`config.mk`:
```
export PLATFORM = sky130hd
export DESIGN_NAME = fetch_sequencer
export DESIGN_NICKNAME = d
export VERILOG_FILES = /design/src/rtl/fetch_sequencer_pkg.sv /design/src/rtl/fetch_sequencer.sv
export SDC_FILE = /design/constraint.sdc
export NUM_CORES = 1
export LEC_CHECK = 0
export ABC_AREA = 1
export ABC_CLOCK_PERIOD_IN_PS = 2400
export BUFFER_PORTS_ARGS = -buffer_cell sky130_fd_sc_hd__buf_2
export CORE_UTILIZATION = 50
export CTS_BUF_LIST = sky130_fd_sc_hd__clkbuf_4 sky130_fd_sc_hd__clkbuf_8
export CTS_CLUSTER_SIZE = 30
export DETAILED_ROUTE_END_ITERATION = 16
export HOLD_SLACK_MARGIN = 0.02
export PLACE_DENSITY_LB_ADDON = 0.2
export SETUP_SLACK_MARGIN = 0.02
export SLEW_MARGIN = 25
export SYNTH_ARGS = -nofsm -noshare
export SYNTH_HDL_FRONTEND = slang
export SYNTH_SLANG_ARGS = --single-unit
```
`constraint.sdc`:
```
create_clock -name clk -period 2.4 [get_ports clk]
set_input_delay 0.24 -clock clk [delete_from_list [all_inputs] [get_ports clk]]
set_output_delay 0.24 -clock clk [all_outputs]
set_load 0.02 [all_outputs]
```
`src/rtl/fetch_sequencer_pkg.sv`:
```
// Shared definitions for the 8-bit RISC fetch sequencer: default widths,
// reset vector and the fetch FSM state encoding.
package fetch_sequencer_pkg;

    localparam int             FS_ADDR_W    = 8;
    localparam int             FS_INSTR_W   = 16;
    localparam logic [7:0]     FS_RESET_VEC = 8'h00;

    // Fetch FSM states; the encoding is fixed so that waveforms and
    // debug tooling across the core agree on the values.
    typedef enum logic [1:0] {
        IDLE = 2'd0,
        REQ  = 2'd1,
        HOLD = 2'd2,
        HALT = 2'd3
    } fetch_state_t;

endpackage

```
`src/rtl/fetch_sequencer.sv`:
```
// Program-counter owner and instruction fetch sequencer. Issues one request
// to instruction memory at a time, buffers the returned word for decode,
// and applies branch/jump redirects and a sticky halt.
module fetch_sequencer
    import fetch_sequencer_pkg::*;
#(
    parameter int                ADDR_W    = FS_ADDR_W,
    parameter int                INSTR_W   = FS_INSTR_W,
    parameter logic [ADDR_W-1:0] RESET_VEC = ADDR_W'(FS_RESET_VEC)
) (
    input  logic               clk,
    input  logic               rst,
    output logic               imem_req,
    output logic [ADDR_W-1:0]  imem_addr,
    input  logic               imem_ack,
    input  logic [INSTR_W-1:0] imem_rdata,
    output logic               instr_valid,
    output logic [INSTR_W-1:0] instr,
    output logic [ADDR_W-1:0]  instr_pc,
    input  logic               instr_ready,
    input  logic               redirect,
    input  logic [ADDR_W-1:0]  redirect_pc,
    input  logic               halt,
    output logic               halted,
    output logic [ADDR_W-1:0]  pc
);

    fetch_state_t      state;
    logic              halt_pend;
    logic [ADDR_W-1:0] pc_inc;

    // The request address is the PC itself; the PC only moves on an ack or
    // a redirect, so the address is stable for the whole handshake.
    assign imem_addr = pc;

    // Sequential increment wraps modulo 2^ADDR_W with no carry out.
    assign pc_inc = pc + ADDR_W'(1);

    // Fetch FSM with registered outputs, PC register and halt latch.
    // NOTE: reset is synchronous (sampled only on the clock edge), and all
    // state uses non-blocking assignments so every register sees the values
    // from before the edge regardless of statement order.
    always_ff @(posedge clk) begin
        if (!rst) begin
            state       <= IDLE;
            pc          <= RESET_VEC;
            imem_req    <= 1'b0;
            instr_valid <= 1'b0;
            instr       <= '0;
            instr_pc    <= '0;
            halted      <= 1'b0;
            halt_pend   <= 1'b0;
        end else begin
            // A halt request is remembered until the pipeline drains.
            if (halt) begin
                halt_pend <= 1'b1;
            end

            if (state != HALT && redirect) begin
                // Redirect wins over any same-cycle ack or ready: returned
                // data is dropped, the held instruction is flushed, and the
                // next fetch starts at the target.
                pc          <= redirect_pc;
                instr_valid <= 1'b0;
                imem_req    <= 1'b1;
                state       <= REQ;
            end else begin
                case (state)
                    IDLE: begin
                        if (halt_pend) begin
                            halted <= 1'b1;
                            state  <= HALT;
                        end else begin
                            imem_req <= 1'b1;
                            state    <= REQ;
                        end
                    end

                    REQ: begin
                        // Request and address stay put until memory answers.
                        if (imem_ack) begin
                            instr       <= imem_rdata;
                            instr_pc    <= pc;
                            pc          <= pc_inc;
                            imem_req    <= 1'b0;
                            instr_valid <= 1'b1;
                            state       <= HOLD;
                        end
                    end

                    HOLD: begin
                        // Word is presented to decode until it is accepted;
                        // a pending halt is honoured only once it is drained.
                        if (instr_ready) begin
                            instr_valid <= 1'b0;
                            if (halt_pend) begin
                                halted <= 1'b1;
                                state  <= HALT;
                            end else begin
                                imem_req <= 1'b1;
                                state    <= REQ;
                            end
                        end
                    end

                    HALT: begin
                        // Sticky until reset; redirect and halt have no effect.
                        imem_req    <= 1'b0;
                        instr_valid <= 1'b0;
                        halted      <= 1'b1;
                    end

                    default: begin
                        state <= IDLE;
                    end
                endcase
            end
        end
    end

endmodule

```
==> flow_metrics.env, run 1 <==
export IMPL_drtPass1Iterations=6
export IMPL_drive_gt1_share_pct=27.81
export IMPL_critPathCaptureType="flop"
export IMPL_critical_path_top_delay_family="simple AND/OR/NAND/NOR gates"
export IMPL_tightest_slew_ps=573.7
export IMPL_final_fill_count=298
export IMPL_clk_pin_slew_ps=110
export IMPL_clk_root_buffer_cell="clkbuf_4"
export IMPL_postRouteAntennaNets=0
export IMPL_synth_nets=271
export IMPL_vdd_drop_max_v=0.0003691
export IMPL_ioPinCount=73
export IMPL_final_cell_area_sq_um=2059
export IMPL_synth_cells=240
export IMPL_synth_adder_area_share_pct=0.7418
export IMPL_vias_per_cell=4.806
export IMPL_antenna_found_initial=0
export IMPL_drc_errors=0
export IMPL_fin_setup_tns_ps=0
export IMPL_syn_to_final_growth_pct=22.11
export IMPL_finalHoldViolCount=0
export IMPL_synth_cell_types=22
export IMPL_num_vias=1663
export IMPL_critPathKind="flop to flop"
export IMPL_power_density_nw_per_um2=684.0
export IMPL_synth_compound_area_share_pct=15.28
export IMPL_cts_hold_buf=0
export IMPL_mappedNetlistArea_sq_um=1687
export IMPL_synth_xor_area_share_pct=0.5193
export IMPL_period_minus_slack_ps=1430
export IMPL_row_count=20
export IMPL_synth_area_mux_share_pct=0
export IMPL_cp_num_buf_inv=2
export IMPL_coreArea_sq_um=3128
export IMPL_drv_cap=0
export IMPL_cts_setup_buffers=0
export IMPL_drt_total_wl_microns=3711
export IMPL_cp_cell_sequence="inv_1 > nand2_1 > nand2_1 > o21ai_2 > inv_1 > and3_1 > nor2_1"
export IMPL_worstSetupStartpointType="flop"
export IMPL_final_cell_mix="buf_2, nor2_1, dfxtp_1"
export IMPL_grt_pass1_wl_microns=6044
export IMPL_die_h_microns=60.08
export IMPL_pre_cts_ws_ps=995.8
export IMPL_grt_pass1_vias=1433
export IMPL_seq_area_sq_um=760.7
export IMPL_cp_max_fo=13
export IMPL_mostFrequentLayoutCell="buf_2"
export IMPL_die_w_microns=60.08
export IMPL_layout_nets=333
export IMPL_place_area_sq_um=1978
export IMPL_rsz0062_at_grt="false"
export IMPL_cpPeakStageDelay_ps=400
export IMPL_drt_iter0_markers=157
export IMPL_slew_violations=0
export IMPL_grt_max_degree=31
export IMPL_synth_top_family_by_area="simple AND/OR/NAND/NOR gates"
export IMPL_cts_inserted_buffers=5
export IMPL_die_area_sq_um=3610
export IMPL_grt_overflow=0
export IMPL_crit_slowest_cell="dfxtp_1"
export IMPL_relSlewSlack_pct=61.71
export IMPL_finalCritPeriodShare_pct=59.57
export IMPL_cp_arrival_ps=1720
export IMPL_required_ps=2690
export IMPL_synth_avg_cell_area_sq_um=7.028
export IMPL_ys_seq_area_share_pct=45.10
export IMPL_p_leak_uw=0.001099
export IMPL_cts_resized_gates=0
export IMPL_synth_simple_area_share_pct=26.56
export IMPL_grt_use_total_pct=22.59
export IMPL_ys_ff_latch=38
export IMPL_fmax_mhz=699.5
export IMPL_place_congestion=0.8708
export IMPL_clk_latency_ps=340
export IMPL_htree_levels=2
export IMPL_setup_viol=0
export IMPL_wl_per_cell_microns=10.73
export IMPL_multi_input_area_sq_um=726.9
export IMPL_status="finished, final reports clean"
export IMPL_yosys_warnings=0
export IMPL_io_buffers=72
export IMPL_fin_worst_skew_ps=7.171
export IMPL_initial_utilization_pct=53.92
export IMPL_hp_class="input port to flop"
export IMPL_cts_tree="yes"
export IMPL_holdWs_ps=91.42
export IMPL_clock_path_buffers=2
export IMPL_fin_ws_ps=970.4
export IMPL_clock_sinks=38
export IMPL_post_dp_hpwl_microns=2571
export IMPL_antenna_cells=0
## layer usage
layer / vias to the layer above / global-route usage (%) / share of wire, %
met2: 48 / 36.03 / 45
met4: 0 / 6.977 / 1.4
met5: - / 0 / 0
li1: 879 / - / -
met3: 7 / 7.576 / 5.6
met1: 729 / 28.67 / 48
## final cells by class
type | count | share of cell area [%]
timing repair buffer | 73 | 17.86
inverter | 18 | 3.281
clock inverter | 1 | 1.458
multi-input combinational | 166 | 35.30
clock buffer | 6 | 2.491
sequential | 38 | 36.94
tap | 44 | 2.673
## tightest hold or removal path, stage by stage
cell and delay [ps]:
buf_2 70, nor2_1 30, nor2_1 70
## flip-flops by register name, indices dropped and copies added, names as in the netlist
name and flops:
halt_pend 1, instr_valid 1, instr_pc 8, imem_addr 8, imem_req 1, instr 16
halted 1, state 2
## report_power, final
group	internal (uW)	switching [uW]	total (uW)
Sequential	671	33.4	704
Clock	242	205	447
Combinational	89.9	167	257
Total	1000	405	1410
## worst paths after layout
path                 start            to  slack (ps)  cells past startpoint
setup reg to reg  state[1]  imem_addr[4]         970                      7
hold reg to reg     halted        halted         480                      2
hold / removal        halt     halt_pend          90                      3
setup / recovery  state[1]  imem_addr[4]         970                      7
## cell usage after synthesis
master	number	area [sq um]
buf_2	3	15.01
nand3_1	8	40.04
buf_8	1	15.01
o21ai_2	1	8.760
inv_2	2	7.510
nor2_1	66	247.7
buf_6	2	22.52
o21ai_0	24	120.1
ha_1	1	12.51
dfxtp_1	38	760.7
a21oi_1	15	75.07
a311oi_1	1	8.760
buf_1	1	3.750
and3_1	1	6.260
nor3_1	1	5.000
buf_4	9	67.56
nor3_2	1	10.01
inv_1	16	60.06
o21ai_1	9	45.04
xor2_1	1	8.760
nand2_1	37	138.9
clkbuf_1	2	7.510
## through the flow
stage / std cells / total power (uW) / util, %
after global routing: 346 / 1491 / 65.84
after floorplan: 240 / 903.8 / -
after global placement: 339 / 973.6 / 63.24
final: 346 / 1409 / 65.84
after CTS: 346 / 1419 / 65.84
after detailed placement: 339 / 975.5 / 63.24
## cell families (layout without fill, tap and decap cells)
logic type | Yosys count | in the layout
fa+ha+maj | 1 | 1
compound gates | 50 | 50
simple gates | 114 | 114
buf+inv | 36 | 98
flops | 38 | 38
xor+xnor | 1 | 1
No activity file was read; power rests on OpenSTA's default activity.
==> inputs of run 2 (changes only) <==
Settings changed: ABC_AREA 1 to 0, ABC_CLOCK_PERIOD_IN_PS 2400 to 1400, CORE_UTILIZATION 50 to 49.
Clock period 2.4 ns to 1.4 ns, I/O delays scaled along.
==> flow_metrics.env, run 2 <==
export IMPL_clock_sinks=38
export IMPL_instances_no_fill=348
export IMPL_clk_pin_slew_ps=120
export IMPL_drive_gt1_share_pct=34.77
export IMPL_postRouteAntennaNets=0
export IMPL_p_seq_share_pct=45.0
export IMPL_hp_class="input port to flop"
export IMPL_power_frac_comb_pct=17.9
export IMPL_finalPower_uw=2619
export IMPL_vdd_drop_max_v=0.001265
export IMPL_yosysMostFrequentCell="nand2_1"
export IMPL_final_cell_area_sq_um=2444
export IMPL_worstRegToRegCells=5
export IMPL_io_buffers=72
export IMPL_p_leak_uw=0.001104
export IMPL_drtPass1Iterations=4
export IMPL_synth_top_family_by_area="compound AO/OA/AOI/OAI gates"
export IMPL_holdWs_ps=32.73
export IMPL_rsz0062_at_grt="true"
export IMPL_ys_seq_area_share_pct=44.41
export IMPL_p_int_uw=1952
export IMPL_synth_edf_count=0
export IMPL_antenna_found_initial=0
export IMPL_synth_flop_cell="dfxtp_1"
export IMPL_synth_avg_cell_area_sq_um=8.157
export IMPL_cts_inserted_buffers=5
export IMPL_switching_share_pct=25.48
export IMPL_drc_errors=0
export IMPL_post_dp_hpwl_microns=2761
export IMPL_clk_root_buffer_cell="clkbuf_4"
export IMPL_finalHoldViolCount=0
export IMPL_power_density_nw_per_um2=1072
export IMPL_yosys_warnings=0
export IMPL_relSlewSlack_pct=73.97
export IMPL_setup_viol=0
export IMPL_clock_path_buffers=2
export IMPL_r2r_start="imem_addr[0]"
export IMPL_antenna_cells=0
export IMPL_fin_worst_skew_ps=8.300
export IMPL_grt_util_met3_pct=5.882
export IMPL_synth_area_mux_share_pct=0.5844
export IMPL_grt_max_degree=25
export IMPL_required_ps=1690
export IMPL_die_w_microns=61.13
export IMPL_largest_register_ffs=16
export IMPL_netlist_area_leader_share_pct=44.41
export IMPL_period_minus_slack_ps=1312
export IMPL_cp_max_fo=3
export IMPL_finalCritPeriodShare_pct=93.72
export IMPL_grt_pass1_vias=1456
export IMPL_ys_ff_latch=38
export IMPL_synth_compound_area_share_pct=24.91
export IMPL_worstSetupStartpointType="flop"
export IMPL_gr_usage_met1_pct=25.03
export IMPL_row_count=21
export IMPL_critPathKind="flop to flop"
export IMPL_drt_iter0_markers=70
export IMPL_cts_setup_buffers=0
export IMPL_async_flop_share_pct=0
export IMPL_min_path_cells=3
export IMPL_synth_adder_area_share_pct=0.7305
export IMPL_die_area_sq_um=3736
export IMPL_ff2ff_setup_slack_ps=90
export IMPL_fmax_mhz=762.1
export IMPL_synth_cell_types=39
export IMPL_cts_tree="yes"
export IMPL_synth_nets=241
export IMPL_r2r_end="imem_addr[6]"
export IMPL_die_h_microns=61.13
export IMPL_final_cell_mix="buf_2, nand2_1, dfxtp_1"
export IMPL_largest_register="instr"
export IMPL_slew_violations=0
export IMPL_mappedNetlistArea_sq_um=1713
export IMPL_fin_setup_tns_ps=0
export IMPL_clock_power_share_pct=37.1
export IMPL_synth_area_leaders="dfxtp_1, nand2_1, a21boi_1"
export IMPL_grt_use_total_pct=22.08
export IMPL_place_congestion=0.8356
export IMPL_busiest_layer="met2"
export IMPL_status="finished, final reports clean"
export IMPL_placed_cells=324
export IMPL_critPathLaunch="imem_addr[0]"
export IMPL_syn_to_final_growth_pct=42.66
export IMPL_grtUsageMet2_pct=38.82
export IMPL_htree_levels=2
export IMPL_clk_latency_ps=350
export IMPL_coreArea_sq_um=3337
export IMPL_place_area_sq_um=2143
export IMPL_min_to="instr[1]"
export IMPL_vias_per_cell=5.132
export IMPL_hold_start="imem_rdata[1]"
export IMPL_power_switching_uw=667.2
export IMPL_tightest_slew_ps=388.2
export IMPL_synth_simple_area_share_pct=21.91
export IMPL_synth_xor_area_share_pct=0
export IMPL_wl_per_cell_microns=12.14
export IMPL_drt_total_wl_microns=4223
export IMPL_initial_utilization_pct=51.33
export IMPL_synth_cells=210
export IMPL_cp_arrival_ps=1600
export IMPL_layout_nets=332
export IMPL_synth_area_leader_cell="dfxtp_1"
export IMPL_drv_cap=0
export IMPL_critPathCaptureType="flop"
export IMPL_grt_overflow=0
export IMPL_synth_common_cells="nand2_1, dfxtp_1, a21boi_1"
export IMPL_ioPinCount=73
export IMPL_grt_pass1_wl_microns=6030
export IMPL_num_vias=1786
export IMPL_mostFrequentLayoutCell="buf_2"
run 2: changes by cell type in the layout (fill, tap and decap cells not counted), sizes merged, moves of 3 or more:
cell,change
o21a,+5
nand2b,+3
nand3,-6
buf,+13
nor2,-58
dlygate4sd3,+15
inv,-16
nand2,+27
o21ai,-29
a21boi,+21
o22ai,+5
run 2: kinds of logic after synthesis:
logic type,count (synthesis)
AO/OA/AOI/OAI,61
adder cells (fa/ha/maj),1
buffers and inverters,20
flip-flops,38
multiplexers,1
AND/OR/NAND/NOR,89
run 2: routing by layer:
metal / up-vias / part of all wire [%] / wire length [microns]
met4: 0 / 0.78 / 33
met1: 813 / 42 / 1775
met2: 73 / 50 / 2094
met3: 5 / 7.6 / 320
li1: 895 / - / -
met5: - / 0 / 0
run 2: worst max-delay path, cell delays in order, from the launching register on:
cell and delay, ps:
dfxtp_2 370, ha_4 140, and3_4 180, nand3_1 100, o31a_1 300, o22ai_1 160
run 2: worst max path at each step:
stage	to	depth (start not counted)
finish	imem_addr[6]	5
global route	imem_addr[3]	6
CTS	imem_addr[4]	4
detailed placement	imem_addr[4]	4
global placement	imem_addr[4]	4
floorplan	imem_addr[6]	5
run 2: per-stage QoR:
stage,setup WS (ps),utilization (%)
after floorplan,24.04,-
after global placement,89.40,64.23
after detailed placement,75.71,64.23
after CTS,47.71,72.07
after global routing,4.750,73.23
final,87.91,73.23
run 2: area by class of cell:
cell class	instances	area (sq um)
clock buffers	6	51.30
clock inverters	2	60.06
fillers	262	893.4
inverters	2	7.507
multi-input cells	153	860.8
flip-flops and latches	38	765.7
well taps	46	57.56
repair buffers	101	640.6
run 2: what timing repair did:
item,4_1_cts,5_1_grt
gates resized for setup,0,6
hold endpoints to repair,15,0
setup endpoints to repair,0,8
hold buffers,15,0
run 2: power by group through the flow:
| stage | logic (uW) | registers (uW) | clock network (uW) |
|---|---|---|---|
| CTS | 458 | 1170 | 988 |
| global placement | 424 | 1200 | 0 |
| global route | 513 | 1190 | 1040 |
| floorplan | 224 | 1250 | 0 |
| detailed placement | 426 | 1200 | 0 |
| finish | 469 | 1180 | 970 |
